[config.mk]
export PLATFORM = sky130hd
export DESIGN_NAME = mem_axi_master_bridge_flat
export DESIGN_NICKNAME = d
export VERILOG_FILES = /design/src/rtl/mem_axi_master_bridge_pkg.sv /design/src/rtl/mem_axi_if.sv /design/src/rtl/mem_axi_master_bridge.sv /design/src/flat_wrapper.sv
export SDC_FILE = /design/constraint.sdc
export NUM_CORES = 1
export LEC_CHECK = 0
export ABC_AREA = 1
export ABC_CLOCK_PERIOD_IN_PS = 1380
export CORE_ASPECT_RATIO = 0.8
export CORE_UTILIZATION = 35
export DETAILED_ROUTE_END_ITERATION = 12
export GPL_ROUTABILITY_DRIVEN = 0
export PLACE_DENSITY_LB_ADDON = 0.05
export SLEW_MARGIN = 40
export SYNTH_ARGS = -nofsm -noshare
export SYNTH_HDL_FRONTEND = slang
export SYNTH_SLANG_ARGS = --single-unit
[constraint.sdc]
create_clock -name CLK -period 1.38 [get_ports CLK]
set_clock_uncertainty 0.2 [all_clocks]
set_input_delay 0.276 -clock CLK [delete_from_list [all_inputs] [get_ports CLK]]
set_output_delay 0.276 -clock CLK [all_outputs]
set_load 0.05 [all_outputs]
[src/rtl/mem_axi_master_bridge_pkg.sv]
// Shared types and constants for the CPU-to-AXI4-Lite master bridge.
package mem_axi_master_bridge_pkg;

  typedef enum logic [3:0] {
    S_IDLE = 4'd0,
    S_AR   = 4'd1,
    S_R    = 4'd2,
    S_WR   = 4'd3,
    S_B    = 4'd4,
    S_DONE = 4'd5
  } state_e;

  localparam logic [31:0] ERR_RDATA  = 32'hdeadbeef;
  localparam logic [2:0]  PROT_DATA  = 3'b000;
  localparam logic [2:0]  PROT_INSTR = 3'b100;

endpackage

[src/rtl/mem_axi_if.sv]
// AXI4-Lite master/slave bundle (AW, W, B, AR, R channels).
interface mem_axi_if;

  logic        awvalid;
  logic        awready;
  logic [31:0] awaddr;
  logic [2:0]  awprot;
  logic        wvalid;
  logic        wready;
  logic [31:0] wdata;
  logic [3:0]  wstrb;
  logic        bvalid;
  logic        bready;
  logic        arvalid;
  logic        arready;
  logic [31:0] araddr;
  logic [2:0]  arprot;
  logic        rvalid;
  logic        rready;
  logic [31:0] rdata;

  modport master (
    output awvalid, awaddr, awprot,
    output wvalid, wdata, wstrb,
    output bready,
    output arvalid, araddr, arprot,
    output rready,
    input  awready, wready, bvalid,
    input  arready, rvalid, rdata
  );

  modport slave (
    input  awvalid, awaddr, awprot,
    input  wvalid, wdata, wstrb,
    input  bready,
    input  arvalid, araddr, arprot,
    input  rready,
    output awready, wready, bvalid,
    output arready, rvalid, rdata
  );

endinterface

[src/rtl/mem_axi_master_bridge.sv]
// CPU native memory port to AXI4-Lite master, one access in flight.
// Optional response timeout: MEM_AXI_MASTER_BRIDGE_TIMEOUT_EN.
module mem_axi_master_bridge
  import mem_axi_master_bridge_pkg::*;
#(
  parameter int unsigned TIMEOUT_CYCLES = 256,
  parameter int unsigned TIMEOUT_W      = 9
) (
  input  logic        CLK,
  input  logic        RSTb,
  input  logic        mem_valid,
  input  logic        mem_instr,
  input  logic [31:0] mem_addr,
  input  logic [31:0] mem_wdata,
  input  logic [3:0]  mem_wstrb,
  output logic        mem_ready,
  output logic [31:0] mem_rdata,
  output logic        bus_err,
  mem_axi_if.master   mem_axi
);

  if (2 ** TIMEOUT_W <= TIMEOUT_CYCLES) begin : g_bad_cfg
    $error("TIMEOUT_W too narrow for TIMEOUT_CYCLES");
  end

  state_e      state_q, state_d;
  logic        arvalid_q, arvalid_d;
  logic        rready_q, rready_d;
  logic        awvalid_q, awvalid_d;
  logic        wvalid_q, wvalid_d;
  logic        bready_q, bready_d;
  logic        mem_ready_q, mem_ready_d;
  logic [31:0] rdata_q, rdata_d;
  logic [31:0] addr_q, addr_d;
  logic [31:0] wdata_q, wdata_d;
  logic [3:0]  wstrb_q, wstrb_d;
  logic [2:0]  prot_q, prot_d;
  logic        aw_ok, w_ok;

`ifdef MEM_AXI_MASTER_BRIDGE_TIMEOUT_EN
  localparam logic [TIMEOUT_W-1:0] TO_LAST =
    TIMEOUT_W'(TIMEOUT_CYCLES - 1);
  logic [TIMEOUT_W-1:0] cnt_q, cnt_d;
  logic                 bus_err_q, bus_err_d;
  logic                 busy, expire;
`endif

  always_ff @(posedge CLK or negedge RSTb) begin
    if (!RSTb) begin
      state_q     <= S_IDLE;
      arvalid_q   <= 1'b0;
      rready_q    <= 1'b0;
      awvalid_q   <= 1'b0;
      wvalid_q    <= 1'b0;
      bready_q    <= 1'b0;
      mem_ready_q <= 1'b0;
      rdata_q     <= '0;
      addr_q      <= '0;
      wdata_q     <= '0;
      wstrb_q     <= '0;
      prot_q      <= '0;
`ifdef MEM_AXI_MASTER_BRIDGE_TIMEOUT_EN
      cnt_q       <= '0;
      bus_err_q   <= 1'b0;
`endif
    end else begin
      state_q     <= state_d;
      arvalid_q   <= arvalid_d;
      rready_q    <= rready_d;
      awvalid_q   <= awvalid_d;
      wvalid_q    <= wvalid_d;
      bready_q    <= bready_d;
      mem_ready_q <= mem_ready_d;
      rdata_q     <= rdata_d;
      addr_q      <= addr_d;
      wdata_q     <= wdata_d;
      wstrb_q     <= wstrb_d;
      prot_q      <= prot_d;
`ifdef MEM_AXI_MASTER_BRIDGE_TIMEOUT_EN
      cnt_q       <= cnt_d;
      bus_err_q   <= bus_err_d;
`endif
    end
  end

  always_comb begin
    state_d     = state_q;
    arvalid_d   = arvalid_q;
    rready_d    = rready_q;
    awvalid_d   = awvalid_q;
    wvalid_d    = wvalid_q;
    bready_d    = bready_q;
    mem_ready_d = 1'b0;
    rdata_d     = rdata_q;
    addr_d      = addr_q;
    wdata_d     = wdata_q;
    wstrb_d     = wstrb_q;
    prot_d      = prot_q;
    aw_ok       = !awvalid_q || mem_axi.awready;
    w_ok        = !wvalid_q || mem_axi.wready;

    unique case (state_q)
      S_IDLE: begin
        if (mem_valid) begin
          addr_d  = mem_addr;
          wdata_d = mem_wdata;
          wstrb_d = mem_wstrb;
          prot_d  = mem_instr ? PROT_INSTR : PROT_DATA;
          if (mem_wstrb == 4'b0000) begin
            arvalid_d = 1'b1;
            state_d   = S_AR;
          end else begin
            awvalid_d = 1'b1;
            wvalid_d  = 1'b1;
            state_d   = S_WR;
          end
        end
      end
      S_AR: begin
        if (mem_axi.arready) begin
          arvalid_d = 1'b0;
          rready_d  = 1'b1;
          state_d   = S_R;
        end
      end
      S_R: begin
        if (mem_axi.rvalid) begin
          rdata_d     = mem_axi.rdata;
          rready_d    = 1'b0;
          mem_ready_d = 1'b1;
          state_d     = S_DONE;
        end
      end
      S_WR: begin
        // AW and W retire independently; B opens once both have.
        if (mem_axi.awready) awvalid_d = 1'b0;
        if (mem_axi.wready)  wvalid_d  = 1'b0;
        if (aw_ok && w_ok) begin
          bready_d = 1'b1;
          state_d  = S_B;
        end
      end
      S_B: begin
        if (mem_axi.bvalid) begin
          bready_d    = 1'b0;
          mem_ready_d = 1'b1;
          state_d     = S_DONE;
        end
      end
      S_DONE:  state_d = S_IDLE;
      default: state_d = S_IDLE;
    endcase

`ifdef MEM_AXI_MASTER_BRIDGE_TIMEOUT_EN
    bus_err_d = 1'b0;
    busy      = state_q inside {S_AR, S_R, S_WR, S_B};
    cnt_d     = cnt_q;
    if (state_q == S_IDLE) cnt_d = '0;
    else if (busy)         cnt_d = cnt_q + 1'b1;
    // A state-advancing handshake on the expiry cycle wins.
    expire = busy && (cnt_q >= TO_LAST) && (state_d == state_q);
    if (expire) begin
      arvalid_d   = 1'b0;
      rready_d    = 1'b0;
      awvalid_d   = 1'b0;
      wvalid_d    = 1'b0;
      bready_d    = 1'b0;
      mem_ready_d = 1'b1;
      bus_err_d   = 1'b1;
      state_d     = S_DONE;
      if (state_q inside {S_AR, S_R}) rdata_d = ERR_RDATA;
    end
`endif
  end

  assign mem_ready       = mem_ready_q;
  assign mem_rdata       = rdata_q;
`ifdef MEM_AXI_MASTER_BRIDGE_TIMEOUT_EN
  assign bus_err         = bus_err_q;
`else
  assign bus_err         = 1'b0;
`endif

  assign mem_axi.arvalid = arvalid_q;
  assign mem_axi.araddr  = addr_q;
  assign mem_axi.arprot  = prot_q;
  assign mem_axi.rready  = rready_q;
  assign mem_axi.awvalid = awvalid_q;
  assign mem_axi.awaddr  = addr_q;
  assign mem_axi.awprot  = prot_q;
  assign mem_axi.wvalid  = wvalid_q;
  assign mem_axi.wdata   = wdata_q;
  assign mem_axi.wstrb   = wstrb_q;
  assign mem_axi.bready  = bready_q;

endmodule

[src/flat_wrapper.sv]
// flat-port wrapper written by rule: the top's interface ports become plain ports
module mem_axi_master_bridge_flat import mem_axi_master_bridge_pkg::*;
#(
  parameter int unsigned TIMEOUT_CYCLES = 256,
  parameter int unsigned TIMEOUT_W      = 9
)
  (CLK, RSTb, mem_valid, mem_instr, mem_addr, mem_wdata, mem_wstrb, mem_ready, mem_rdata, bus_err, mem_axi_awvalid, mem_axi_awaddr, mem_axi_awprot, mem_axi_wvalid, mem_axi_wdata, mem_axi_wstrb, mem_axi_bready, mem_axi_arvalid, mem_axi_araddr, mem_axi_arprot, mem_axi_rready, mem_axi_awready, mem_axi_wready, mem_axi_bvalid, mem_axi_arready, mem_axi_rvalid, mem_axi_rdata);
  mem_axi_if mem_axi_i ();
  input  logic CLK;
  input  logic RSTb;
  input  logic mem_valid;
  input  logic mem_instr;
  input  logic [31:0] mem_addr;
  input  logic [31:0] mem_wdata;
  input  logic [3:0] mem_wstrb;
  output logic mem_ready;
  output logic [31:0] mem_rdata;
  output logic bus_err;
  output wire logic [$bits(mem_axi_i.awvalid)-1:0] mem_axi_awvalid;
  output wire logic [$bits(mem_axi_i.awaddr)-1:0] mem_axi_awaddr;
  output wire logic [$bits(mem_axi_i.awprot)-1:0] mem_axi_awprot;
  output wire logic [$bits(mem_axi_i.wvalid)-1:0] mem_axi_wvalid;
  output wire logic [$bits(mem_axi_i.wdata)-1:0] mem_axi_wdata;
  output wire logic [$bits(mem_axi_i.wstrb)-1:0] mem_axi_wstrb;
  output wire logic [$bits(mem_axi_i.bready)-1:0] mem_axi_bready;
  output wire logic [$bits(mem_axi_i.arvalid)-1:0] mem_axi_arvalid;
  output wire logic [$bits(mem_axi_i.araddr)-1:0] mem_axi_araddr;
  output wire logic [$bits(mem_axi_i.arprot)-1:0] mem_axi_arprot;
  output wire logic [$bits(mem_axi_i.rready)-1:0] mem_axi_rready;
  input wire logic [$bits(mem_axi_i.awready)-1:0] mem_axi_awready;
  input wire logic [$bits(mem_axi_i.wready)-1:0] mem_axi_wready;
  input wire logic [$bits(mem_axi_i.bvalid)-1:0] mem_axi_bvalid;
  input wire logic [$bits(mem_axi_i.arready)-1:0] mem_axi_arready;
  input wire logic [$bits(mem_axi_i.rvalid)-1:0] mem_axi_rvalid;
  input wire logic [$bits(mem_axi_i.rdata)-1:0] mem_axi_rdata;
  assign mem_axi_awvalid = mem_axi_i.awvalid;
  assign mem_axi_awaddr = mem_axi_i.awaddr;
  assign mem_axi_awprot = mem_axi_i.awprot;
  assign mem_axi_wvalid = mem_axi_i.wvalid;
  assign mem_axi_wdata = mem_axi_i.wdata;
  assign mem_axi_wstrb = mem_axi_i.wstrb;
  assign mem_axi_bready = mem_axi_i.bready;
  assign mem_axi_arvalid = mem_axi_i.arvalid;
  assign mem_axi_araddr = mem_axi_i.araddr;
  assign mem_axi_arprot = mem_axi_i.arprot;
  assign mem_axi_rready = mem_axi_i.rready;
  assign mem_axi_i.awready = mem_axi_awready;
  assign mem_axi_i.wready = mem_axi_wready;
  assign mem_axi_i.bvalid = mem_axi_bvalid;
  assign mem_axi_i.arready = mem_axi_arready;
  assign mem_axi_i.rvalid = mem_axi_rvalid;
  assign mem_axi_i.rdata = mem_axi_rdata;
  mem_axi_master_bridge #(.TIMEOUT_CYCLES(TIMEOUT_CYCLES), .TIMEOUT_W(TIMEOUT_W)) u_core (.CLK(CLK), .RSTb(RSTb), .mem_valid(mem_valid), .mem_instr(mem_instr), .mem_addr(mem_addr), .mem_wdata(mem_wdata), .mem_wstrb(mem_wstrb), .mem_ready(mem_ready), .mem_rdata(mem_rdata), .bus_err(bus_err), .mem_axi(mem_axi_i));
endmodule
* Word-level counts from Yosys, hierarchy flattened
Cells that the tools add are included.
Storage, ports and cells: flip-flop bits (word level) 113, logic and storage cells 71
Operators by class: equality and inequality tests 13, mux-type cells 27, reductions and logical operators 19
Operators with widths (count):
- $mux W4 | 5
- $pmux W4 S5 | 1
- $ne A2 B2 Y1 const B | 7
- $mux W1 | 13
- $pmux W1 S2 | 6
- $reduce_and A4 Y1 | 3
- $eq A4 B2 Y1 const B | 2
- $logic_not A4 Y1 | 2
- $reduce_bool A2 Y1 | 4
- $reduce_and A3 Y1 | 2
- $reduce_and A5 Y1 | 1
- $eq A4 B1 Y1 const B | 1
- $eq A4 B3 Y1 const B | 1
- $ne A2 B1 Y1 const B | 2
- $reduce_and A2 Y1 | 2
- $mux W3 | 1
- $logic_not A1 Y1 | 2
- $logic_or A1 B1 Y1 | 2
- $mux W2 | 1
- $logic_and A1 B1 Y1 | 1

* Longest topological paths before layout
Gate-level depths: netlist of run 1.
word-level depth 5, depth in mapped cells 9, depth with buffers taken out 9

* Worst setup path after synthesis of run 1
Ideal clock, no wire load.
kind register -> register, from register u_core.state_q[2], to register u_core.addr_q[0], in the netlist u_core.mem_axi.araddr[0], setup time 0.119 ns, arrival 1.219 ns, data required time 1.061 ns, path slack -0.158 ns, stages on the path, launching flop included 9, period minus slack after synthesis 1.538 ns, cells stage by stage dfrtp_1 > nor2_4 > nand2_1 > nor2_4 > inv_2 > buf_6 > buf_2 > nand2_1 > nand2_1
On the way: cells in the longest elaborated chain, start to end 2
Ends and longest elaborated chain:
- from (decl) | RTL line mem_axi_master_bridge.sv:26 | state_e state_q, state_d;
- from (signal assigned) | RTL line mem_axi_master_bridge.sv:67 | state_q <= state_d;
- $logic_not A4 Y1 | RTL line mem_axi_master_bridge.sv:102 | unique case (state_q)
- $reduce_and A2 Y1 (no line)
- to (signal assigned) | RTL line mem_axi_master_bridge.sv:75 | addr_q <= addr_d;
- to (decl) | RTL line mem_axi_master_bridge.sv:34 | logic [31:0] addr_q, addr_d;
No other way between the ends. A chain may end at the register's enable or synchronous reset.

* Final worst setup path of run 1
from register u_core.state_q[1], to register u_core.wdata_q[26], in the netlist u_core.mem_axi.wdata[26]
On the way: cells in the longest elaborated chain, start to end 2
Ends and longest elaborated chain:
- $logic_not A4 Y1 | RTL line mem_axi_master_bridge.sv:102
- $reduce_and A2 Y1 (no line)
- to (signal assigned) | RTL line mem_axi_master_bridge.sv:76 | wdata_q <= wdata_d;
- to (decl) | RTL line mem_axi_master_bridge.sv:35 | logic [31:0] wdata_q, wdata_d;
No other way between the ends.

==> results of run 1 <==
power groups by stage:
stage                     Sequential (W)  Combinational, W  Clock [W]
final                            0.00679            0.0188    0.00251
after global routing             0.00698            0.0197    0.00270
after CTS                        0.00678            0.0183    0.00257
after detailed placement         0.00676            0.0181          0
after global placement           0.00667            0.0178          0
after floorplan                   0.0106           0.00453          0
state kept, by name, summed over array words and instances (netlist names):
name                    flops
u_core.mem_axi.araddr      32
u_core.mem_axi.arprot       1
u_core.mem_axi.arvalid      1
u_core.mem_axi.awvalid      1
u_core.mem_axi.bready       1
u_core.mem_axi.rready       1
u_core.mem_axi.wdata       32
u_core.mem_axi.wstrb        4
u_core.mem_axi.wvalid       1
u_core.mem_rdata           32
u_core.mem_ready            1
u_core.state_q              3
worst max-delay path by stage:
| stage | from | to | slack [ns] | depth (start not counted) |
|---|---|---|---|---|
| global placement | mem_valid | u_core.mem_axi.wstrb[3] | -0.30 | 7 |
| finish | u_core.state_q[1] | u_core.mem_axi.wdata[26] | -0.12 | 7 |
| global route | u_core.state_q[1] | u_core.mem_axi.araddr[5] | -0.21 | 7 |
| detailed placement | mem_axi_awready | u_core.state_q[1] | -0.34 | 10 |
| CTS | u_core.state_q[1] | u_core.mem_axi.wstrb[1] | -0.13 | 7 |
| floorplan | u_core.state_q[1] | u_core.mem_axi.araddr[0] | -0.13 | 8 |
worst max-delay path, stage by stage, from the launching register on:
cell and delay (ns):
dfrtp_1 0.42, nor2_4 0.13, nand2_2 0.08, nor2_4 0.16, buf_12 0.16, buf_12 0.15
nand2_1 0.07, nand2_1 0.07
per-layer routing:
layer | global-route usage (%) | part of all wire, % | up-vias
met4 | 3.65 | 0.88 | 0
li1 | - | - | 2101
met3 | 10.2 | 10 | 12
met5 | 0 | 0 | -
met2 | 35.8 | 51 | 163
met1 | 24.8 | 38 | 2074
repair_timing:
action | CTS | global route
pin swaps | 0 | 5
setup endpoints to repair | 249 | 250
cloned | 0 | 1
hold buffers | 1 | 0
gates resized for setup | 31 | 38
hold endpoints to repair | 110 | 0
buffers inserted | 7 | 24
final cells by class:
type	count	area share, %
Sequential cell	110	29.9
Clock inverter	4	0.348
Tap cell	175	2.34
Timing Repair Buffer	311	48.4
Inverter	16	0.723
Multi-Input combinational cell	355	15.6
Clock buffer	11	2.70
metrics by stage:
step | hold slack, ns | utilization [%] | cells
final | 0.121 | 72.9 | 982
after global routing | 0.110 | 72.9 | 982
after CTS | 0.104 | 70.7 | 958
after detailed placement | -0.0729 | 67.6 | 935
after global placement | -0.0765 | 67.6 | 935
after floorplan | -0.220 | - | 541
placed cells by master, fill, tap and decap left out, types with 4 or more instances in the layout:
cell type and n:
dfrtp_1 74, buf_4 45, buf_12 150, a21oi_1 5
inv_1 12, clkbuf_16 10, clkdlybuf4s50_1 107, buf_6 7
o21ai_1 4, nand2_1 306, conb_1 5, nand3_1 6
nand2_2 11, dfrtp_2 36, nor2_4 4
kinds of logic (layout without fill, tap and decap cells):
group                  after synthesis  count (layout)  synth area share, %
AND/OR/NAND/NOR                    337             337                 28.3
flip-flops                         110             110                 59.9
buffers and inverters               76             342                 10.4
AO/OA/AOI/OAI                       13              13                 1.41
other                                1               5               0.0816
==> impl_metrics.env, run 1 <==
export IMPL_synthCells=537
export IMPL_yosysMostFrequentCell="nand2_1"
export IMPL_critPathMaxFanout=18
export IMPL_clockBufferDepth=2
export IMPL_grt_ovfl_total=0
export IMPL_power_density_nw_per_um2=3010
export IMPL_switching_share_pct=46.0
export IMPL_synth_area_um2=4600
export IMPL_hold_violations=0
export IMPL_synth_common_cells="nand2_1 (318), dfrtp_1 (110), buf_4 (45)"
export IMPL_synth_edff_count=0
export IMPL_critPathRequiredTime_ns=1.46
export IMPL_finalCritPeriodShare_pct=109
export IMPL_io_pins=254
export IMPL_violations="setup timing"
export IMPL_antenna_found_initial=0
export IMPL_r2r_start="u_core.state_q[1]"
export IMPL_dp_hpwl_mm=10.9
export IMPL_die_x_um=130
export IMPL_clk_latency_ns=0.34
export IMPL_leakage_nw=4.59
export IMPL_grt_pass1_vias=4284
export IMPL_drv_cap=0
export IMPL_drc_errors=0
export IMPL_setup_worst_path_end_class="register"
export IMPL_vias_per_cell=4.43
export IMPL_cts_buffers=9
export IMPL_p_int_w=0.0152
export IMPL_rsz0062_at_grt="true"
export IMPL_synth_top_area_share_pct=59.9
export IMPL_pwr_share_seq_pct=24.1
export IMPL_postLayoutCellArea_um2=9350
export IMPL_drive_gt1_share_pct=34.7
export IMPL_grt_pass1_wl_mm=22.3
export IMPL_place_area_um2=8660
export IMPL_cts_tree="yes"
export IMPL_vias=4350
export IMPL_dp_slack_ns=-0.344
export IMPL_diodes=0
export IMPL_dr_pass1_iters=6
export IMPL_cts_sinks=110
export IMPL_yosys_area_top_type="dfrtp_1"
export IMPL_peakVddDrop_mv=1.89
export IMPL_ys_warn_count=0
export IMPL_syn_avg_cell_area_um2=8.56
export IMPL_die_h_um=105
export IMPL_port_buffers=248
export IMPL_run_status="complete, but fails checks"
export IMPL_timing_final_crit_period_ns=1.50
export IMPL_p_clk_share_pct=8.9
export IMPL_r2r_cells=7
export IMPL_routed_wl_mm=14.4
export IMPL_postRouteAntennaNets=0
export IMPL_async_flop_share_pct=100
export IMPL_synthTopCellsByArea="dfrtp_1 (60%), nand2_1 (26%), buf_4 (7.3%)"
export IMPL_timing_rr_end="u_core.mem_axi.wdata[26]"
export IMPL_drv_slew=0
export IMPL_yosysSeqAreaShare_pct=59.9
export IMPL_reg2reg_slack_ns=-0.12
export IMPL_critical_path_class="reg2reg"
export IMPL_finalSetupTns_ns=-12.59
export IMPL_wl_per_cell_um=14.7
export IMPL_cp_start_kind="register"
export IMPL_ys_ff_latch=110
export IMPL_setup_ws_ns=-0.123
export IMPL_ff_latch_area_um2=2800
export IMPL_layout_nets=912
export IMPL_total_power_w=0.0282
export IMPL_htree_levels=3
export IMPL_hold_class="in2async"
export IMPL_multi_input_area_um2=1460
export IMPL_area_growth_pct=103
export IMPL_drt_iter0_markers=203
export IMPL_fp_coreArea_um2=12800
export IMPL_power_switching_w=0.0129
export IMPL_dieArea_um2=13600
export IMPL_clk_pin_slew_ns=0.07
export IMPL_start_util_pct=35.9
export IMPL_final_setup_viol_count=247
export IMPL_yosysUniqueCellTypes=20
export IMPL_cts_root_buf="clkbuf_16"
export IMPL_synth_ff_type="dfrtp_1"
export IMPL_max_clock_freq_ghz=0.665
export IMPL_fillerInstances=915
export IMPL_rows=37
export IMPL_grt_max_degree=37
export IMPL_cp_arrival_ns=1.58
export IMPL_p_comb_share_pct=67.0
export IMPL_grtUsageTotal_pct=21.3
Note: power is estimated with default switching activity, not from simulation.
==> run 2: changes to the inputs <==
--- a/config.mk
+++ b/config.mk
@@ -11,8 +11,10 @@
 export CORE_UTILIZATION = 35
 export DETAILED_ROUTE_END_ITERATION = 12
 export GPL_ROUTABILITY_DRIVEN = 0
+export MAX_ROUTING_LAYER = met4
 export PLACE_DENSITY_LB_ADDON = 0.05
 export SLEW_MARGIN = 40
 export SYNTH_ARGS = -nofsm -noshare
 export SYNTH_HDL_FRONTEND = slang
 export SYNTH_SLANG_ARGS = --single-unit
+export TNS_END_PERCENT = 50
==> impl_metrics.env, run 2 (synthesis gave the netlist of run 1 again) <==
export IMPL_p_comb_share_pct=66.8
export IMPL_cp_start_kind="register"
export IMPL_final_common_cell="nand2_1"
export IMPL_rsz0062_at_grt="true"
export IMPL_start_util_pct=35.9
export IMPL_vias_per_cell=4.51
export IMPL_layout_common_cells="nand2_1 (298), buf_12 (150), clkdlybuf4s50_1 (107)"
export IMPL_place_area_um2=8570
export IMPL_pwr_share_seq_pct=24.4
export IMPL_run_status="complete, but fails checks"
export IMPL_power_switching_w=0.0129
export IMPL_wl_per_cell_um=15.6
export IMPL_routed_wl_mm=14.9
export IMPL_rows=37
export IMPL_violations="setup timing"
export IMPL_fp_coreArea_um2=12800
export IMPL_dieArea_um2=13600
export IMPL_timing_final_crit_period_ns=1.56
export IMPL_io_pins=254
export IMPL_peakVddDrop_mv=1.44
export IMPL_antenna_found_initial=0
export IMPL_grt_max_degree=58
export IMPL_hold_class="in2reg"
export IMPL_dp_hpwl_mm=10.3
export IMPL_drc_errors=0
export IMPL_postLayoutCellArea_um2=9270
export IMPL_drv_slew=0
export IMPL_critPathRequiredTime_ns=1.45
export IMPL_p_int_w=0.0150
export IMPL_switching_share_pct=46.1
export IMPL_grt_pass1_wl_mm=22.9
export IMPL_postRouteAntennaNets=0
export IMPL_cp_arrival_ns=1.63
export IMPL_drv_cap=0
export IMPL_hold_violations=0
export IMPL_finalSetupTns_ns=-14.35
export IMPL_power_density_nw_per_um2=3010
export IMPL_setup_worst_path_end_class="register"
export IMPL_total_power_w=0.0279
export IMPL_layout_nets=884
export IMPL_drt_iter0_markers=217
export IMPL_grtUsageTotal_pct=22.7
export IMPL_setup_ws_ns=-0.180
export IMPL_clk_latency_ns=0.33
export IMPL_dr_pass1_iters=4
export IMPL_max_clock_freq_ghz=0.641
export IMPL_diodes=0
export IMPL_die_x_um=130
export IMPL_grt_ovfl_total=0
export IMPL_clockBufferDepth=2
export IMPL_cts_sinks=110
export IMPL_htree_levels=3
export IMPL_cts_root_buf="clkbuf_16"
export IMPL_dp_slack_ns=-0.406
export IMPL_port_buffers=248
export IMPL_final_setup_viol_count=227
export IMPL_cts_tree="yes"
export IMPL_finalCritPeriodShare_pct=113
export IMPL_die_h_um=105
export IMPL_vias=4299
export IMPL_p_clk_share_pct=8.8
export IMPL_leakage_nw=4.53
export IMPL_critPathMaxFanout=6
export IMPL_area_growth_pct=101
export IMPL_cts_buffers=9
export IMPL_grt_pass1_vias=4356
export IMPL_clk_pin_slew_ns=0.07
export IMPL_drive_gt1_share_pct=32.6
export IMPL_critical_path_class="reg2reg"
[run 2: cell count changes in the layout (fill, tap and decap cells not counted), moves of 3 or more]
cell,previous run,this run
buf_4,45,15
nand2_1,306,298
buf_6,7,2
nand2_2,11,16
buf_16,0,4
o21ai_1,4,0
clkbuf_1,0,3
nand2_4,2,5
o21ai_0,2,5
[run 2: power by group through the flow]
| stage | registers (W) | logic [W] | clock network [W] |
|---|---|---|---|
| final | 0.00680 | 0.0186 | 0.00246 |
| after CTS | 0.00678 | 0.0185 | 0.00255 |
| after floorplan | 0.0106 | 0.00452 | 0 |
| after detailed placement | 0.00673 | 0.0179 | 0 |
| after global placement | 0.00664 | 0.0177 | 0 |
| after global routing | 0.00699 | 0.0194 | 0.00268 |
[run 2: metal layers]
layer,routed length (um),vias up,global-route usage [%]
met5,0,-,-
met4,105,0,4.57
met3,1280,9,7.41
met2,7500,172,38.4
met1,5980,2072,26.1
li1,-,2046,-
[run 2: cell type report]
cell class              instances  area [um2]
repair buffers                283        4420
fillers                       922        3560
flip-flops and latches        110        2800
multi-input cells             355        1490
clock buffers                  12         236
well taps                     175         219
inverters                      16        65.1
clock inverters                 2        35.0
[run 2: critical path: stages, from the launching register on]
cell       delay (ns)
dfrtp_2          0.48
inv_2            0.09
nand2_2          0.07
nor2_4           0.12
buf_8            0.16
buf_12           0.12
clkbuf_16        0.15
nand2_2          0.04
nand2_1          0.05
[run 2: timing repair]
action,CTS,global route
hold buffers,1,0
setup endpoints to repair,250,250
setup buffers,4,0
gates cloned,4,3
endpoints found under the hold margin,110,0
gates resized for setup,52,29
pin swaps,3,11
[run 2: path summary, 6_finish.rpt]
path,start,endpoint,slack (ns),cells after the start
max,u_core.state_q[0],u_core.mem_axi.araddr[1],-0.18,8
min,mem_axi_rdata[25],u_core.mem_rdata[25],0.27,3
max reg2reg,u_core.state_q[0],u_core.mem_axi.araddr[1],-0.18,8
min reg2reg,u_core.mem_axi.wdata[10],u_core.mem_axi.wdata[10],0.33,2
max in group asynchronous,RSTb,u_core.mem_axi.araddr[1],0.35,3
min in group asynchronous,RSTb,u_core.mem_axi.araddr[25],0.29,3
[run 2: metrics by stage]
stage | cells | hold slack, ns | util, %
final | 953 | 0.265 | 72.3
after global routing | 953 | 0.255 | 72.3
after CTS | 950 | 0.252 | 71.0
after detailed placement | 927 | 0.112 | 66.9
after global placement | 927 | 0.115 | 66.9
after floorplan | 541 | -0.220 | -
==> run 3: changes to the inputs <==
--- a/config.mk
+++ b/config.mk
@@ -11,7 +11,6 @@
 export CORE_UTILIZATION = 35
 export DETAILED_ROUTE_END_ITERATION = 12
 export GPL_ROUTABILITY_DRIVEN = 0
-export MAX_ROUTING_LAYER = met4
 export PLACE_DENSITY_LB_ADDON = 0.05
 export SLEW_MARGIN = 40
 export SYNTH_ARGS = -nofsm -noshare
==> impl_metrics.env, run 3 (synthesis gave the netlist of run 1 again) <==
export IMPL_run_status="complete, but fails checks"
export IMPL_violations="setup timing"
export IMPL_dp_hpwl_mm=10.3
export IMPL_timing_final_crit_period_ns=1.56
export IMPL_peakVddDrop_mv=1.44
export IMPL_grt_pass1_wl_mm=23.0
export IMPL_dr_pass1_iters=4
export IMPL_postLayoutCellArea_um2=9270
export IMPL_grtUsageTotal_pct=22.1
export IMPL_critical_path_class="reg2reg"
export IMPL_reg2reg_slack_ns=-0.18
export IMPL_power_density_nw_per_um2=3010
export IMPL_finalCritPeriodShare_pct=113
export IMPL_diodes=0
export IMPL_start_util_pct=35.9
export IMPL_setup_ws_ns=-0.184
export IMPL_critPathSlowestCell="dfrtp_2"
export IMPL_antenna_found_initial=0
export IMPL_clockBufferDepth=2
export IMPL_critPathRequiredTime_ns=1.45
export IMPL_setup_worst_path_end_class="register"
export IMPL_instances_no_fill=953
export IMPL_leakage_nw=4.53
export IMPL_port_buffers=248
export IMPL_dieArea_um2=13600
export IMPL_dp_cells=927
export IMPL_r2r_cells=8
export IMPL_drv_slew=0
export IMPL_worstPathCellList="inv_2 -> nand2_2 -> nor2_4 -> buf_8 -> buf_12 -> clkbuf_16 -> nand2_2 -> nand2_1"
export IMPL_fp_coreArea_um2=12800
export IMPL_drv_cap=0
export IMPL_p_clk_share_pct=8.9
export IMPL_final_setup_viol_count=231
export IMPL_htree_levels=3
export IMPL_critPathMaxFanout=6
export IMPL_io_pins=254
export IMPL_dp_slack_ns=-0.406
export IMPL_critPathLaunch="u_core.state_q[0]"
export IMPL_power_switching_w=0.0129
export IMPL_max_clock_freq_ghz=0.640
export IMPL_clk_latency_ns=0.33
export IMPL_cp_common_cell="nand2_2"
export IMPL_final_common_cell="nand2_1"
export IMPL_drc_errors=0
export IMPL_rsz0062_at_grt="true"
export IMPL_pwr_share_seq_pct=24.4
export IMPL_cp_arrival_ns=1.63
export IMPL_wl_per_cell_um=15.6
export IMPL_vias_per_cell=4.50
export IMPL_critPathCapture="u_core.mem_axi.araddr[1]"
export IMPL_grt_pass1_vias=4341
export IMPL_drt_iter0_markers=212
export IMPL_cts_buffers=9
export IMPL_hold_violations=0
export IMPL_cts_sinks=110
export IMPL_area_growth_pct=101
export IMPL_layout_common_cells="nand2_1 (298), buf_12 (150), clkdlybuf4s50_1 (107)"
export IMPL_hold_class="in2reg"
export IMPL_p_int_w=0.0150
export IMPL_die_x_um=130
export IMPL_timing_rr_end="u_core.mem_axi.araddr[1]"
export IMPL_cts_tree="yes"
export IMPL_grt_ovfl_total=0
export IMPL_clk_pin_slew_ns=0.07
export IMPL_switching_share_pct=46.1
export IMPL_place_area_um2=8570
export IMPL_cp_start_kind="register"
export IMPL_grt_max_degree=58
export IMPL_layout_nets=884
export IMPL_p_comb_share_pct=66.8
export IMPL_crit_path_max_incr_delay_ns=0.49
export IMPL_r2r_start="u_core.state_q[0]"
export IMPL_rows=37
export IMPL_cts_root_buf="clkbuf_16"
export IMPL_postRouteAntennaNets=0
export IMPL_drive_gt1_share_pct=32.6
export IMPL_vias=4285
export IMPL_die_h_um=105
export IMPL_routed_wl_mm=14.9
[run 3: metal layers]
layer | GRT usage, % | vias up | part of all wire (%) | wire (um)
met5 | 0 | - | 0 | 0
met4 | 4.57 | 0 | 0.95 | 141
met3 | 8.69 | 11 | 9.4 | 1400
met2 | 38.3 | 158 | 50 | 7460
met1 | 25.4 | 2072 | 40 | 5900
li1 | - | 2044 | - | -
[run 3: worst min-delay path by stage]
stage | from | endpoint | slack [ns] | depth (start not counted)
floorplan | RSTb | u_core.mem_axi.araddr[0] | -0.22 | 0
global placement | RSTb | u_core.mem_axi.wstrb[1] | 0.11 | 2
detailed placement | RSTb | u_core.mem_axi.araddr[25] | 0.11 | 2
CTS | mem_axi_rdata[25] | u_core.mem_rdata[25] | 0.25 | 3
global route | mem_axi_rdata[17] | u_core.mem_rdata[17] | 0.26 | 3
finish | mem_axi_rdata[25] | u_core.mem_rdata[25] | 0.27 | 3
[run 3: worst max-delay path, delay by kind of cell (launching register included)]
family | cells | cell delay (ns)
DFF | 1 | 0.49
buffers and inverters | 4 | 0.52
and+or+nand+nor | 4 | 0.28
[run 3: repair_timing]
item                                   in CTS  in global routing
hold buffers                                1                  0
gates cloned                                4                  3
endpoints found under the hold margin     110                  0
resized for setup                          52                 29
pin swaps                                   3                 11
setup endpoints to repair                 250                250
setup buffers                               4                  0
[run 3: power by group through the flow]
| stage | clock network [W] | logic (W) | registers (W) |
|---|---|---|---|
| floorplan | 0 | 0.00452 | 0.0106 |
| global placement | 0 | 0.0177 | 0.00664 |
| detailed placement | 0 | 0.0179 | 0.00673 |
| CTS | 0.00255 | 0.0185 | 0.00678 |
| global route | 0.00268 | 0.0194 | 0.00699 |
| finish | 0.00247 | 0.0186 | 0.00680 |
[run 3: final cells by class]
| cell class | instances | area (um2) |
|---|---|---|
| clock buffer | 12 | 236 |
| inverter | 16 | 65.1 |
| multi-input combinational | 355 | 1490 |
| sequential | 110 | 2800 |
| timing repair buffer | 283 | 4420 |
| clock inverter | 2 | 35.0 |
| fill | 922 | 3560 |
| tap | 175 | 219 |
[run 3: through the flow]
step | hold WS, ns | setup TNS (ns) | utilization [%] | power, W
floorplan | -0.220 | -9.59 | - | 0.0151
global placement | 0.115 | -26.22 | 66.9 | 0.0243
detailed placement | 0.112 | -28.56 | 66.9 | 0.0246
CTS | 0.252 | -15.71 | 71.0 | 0.0278
global route | 0.255 | -27.99 | 72.3 | 0.0291
finish | 0.265 | -14.68 | 72.3 | 0.0279
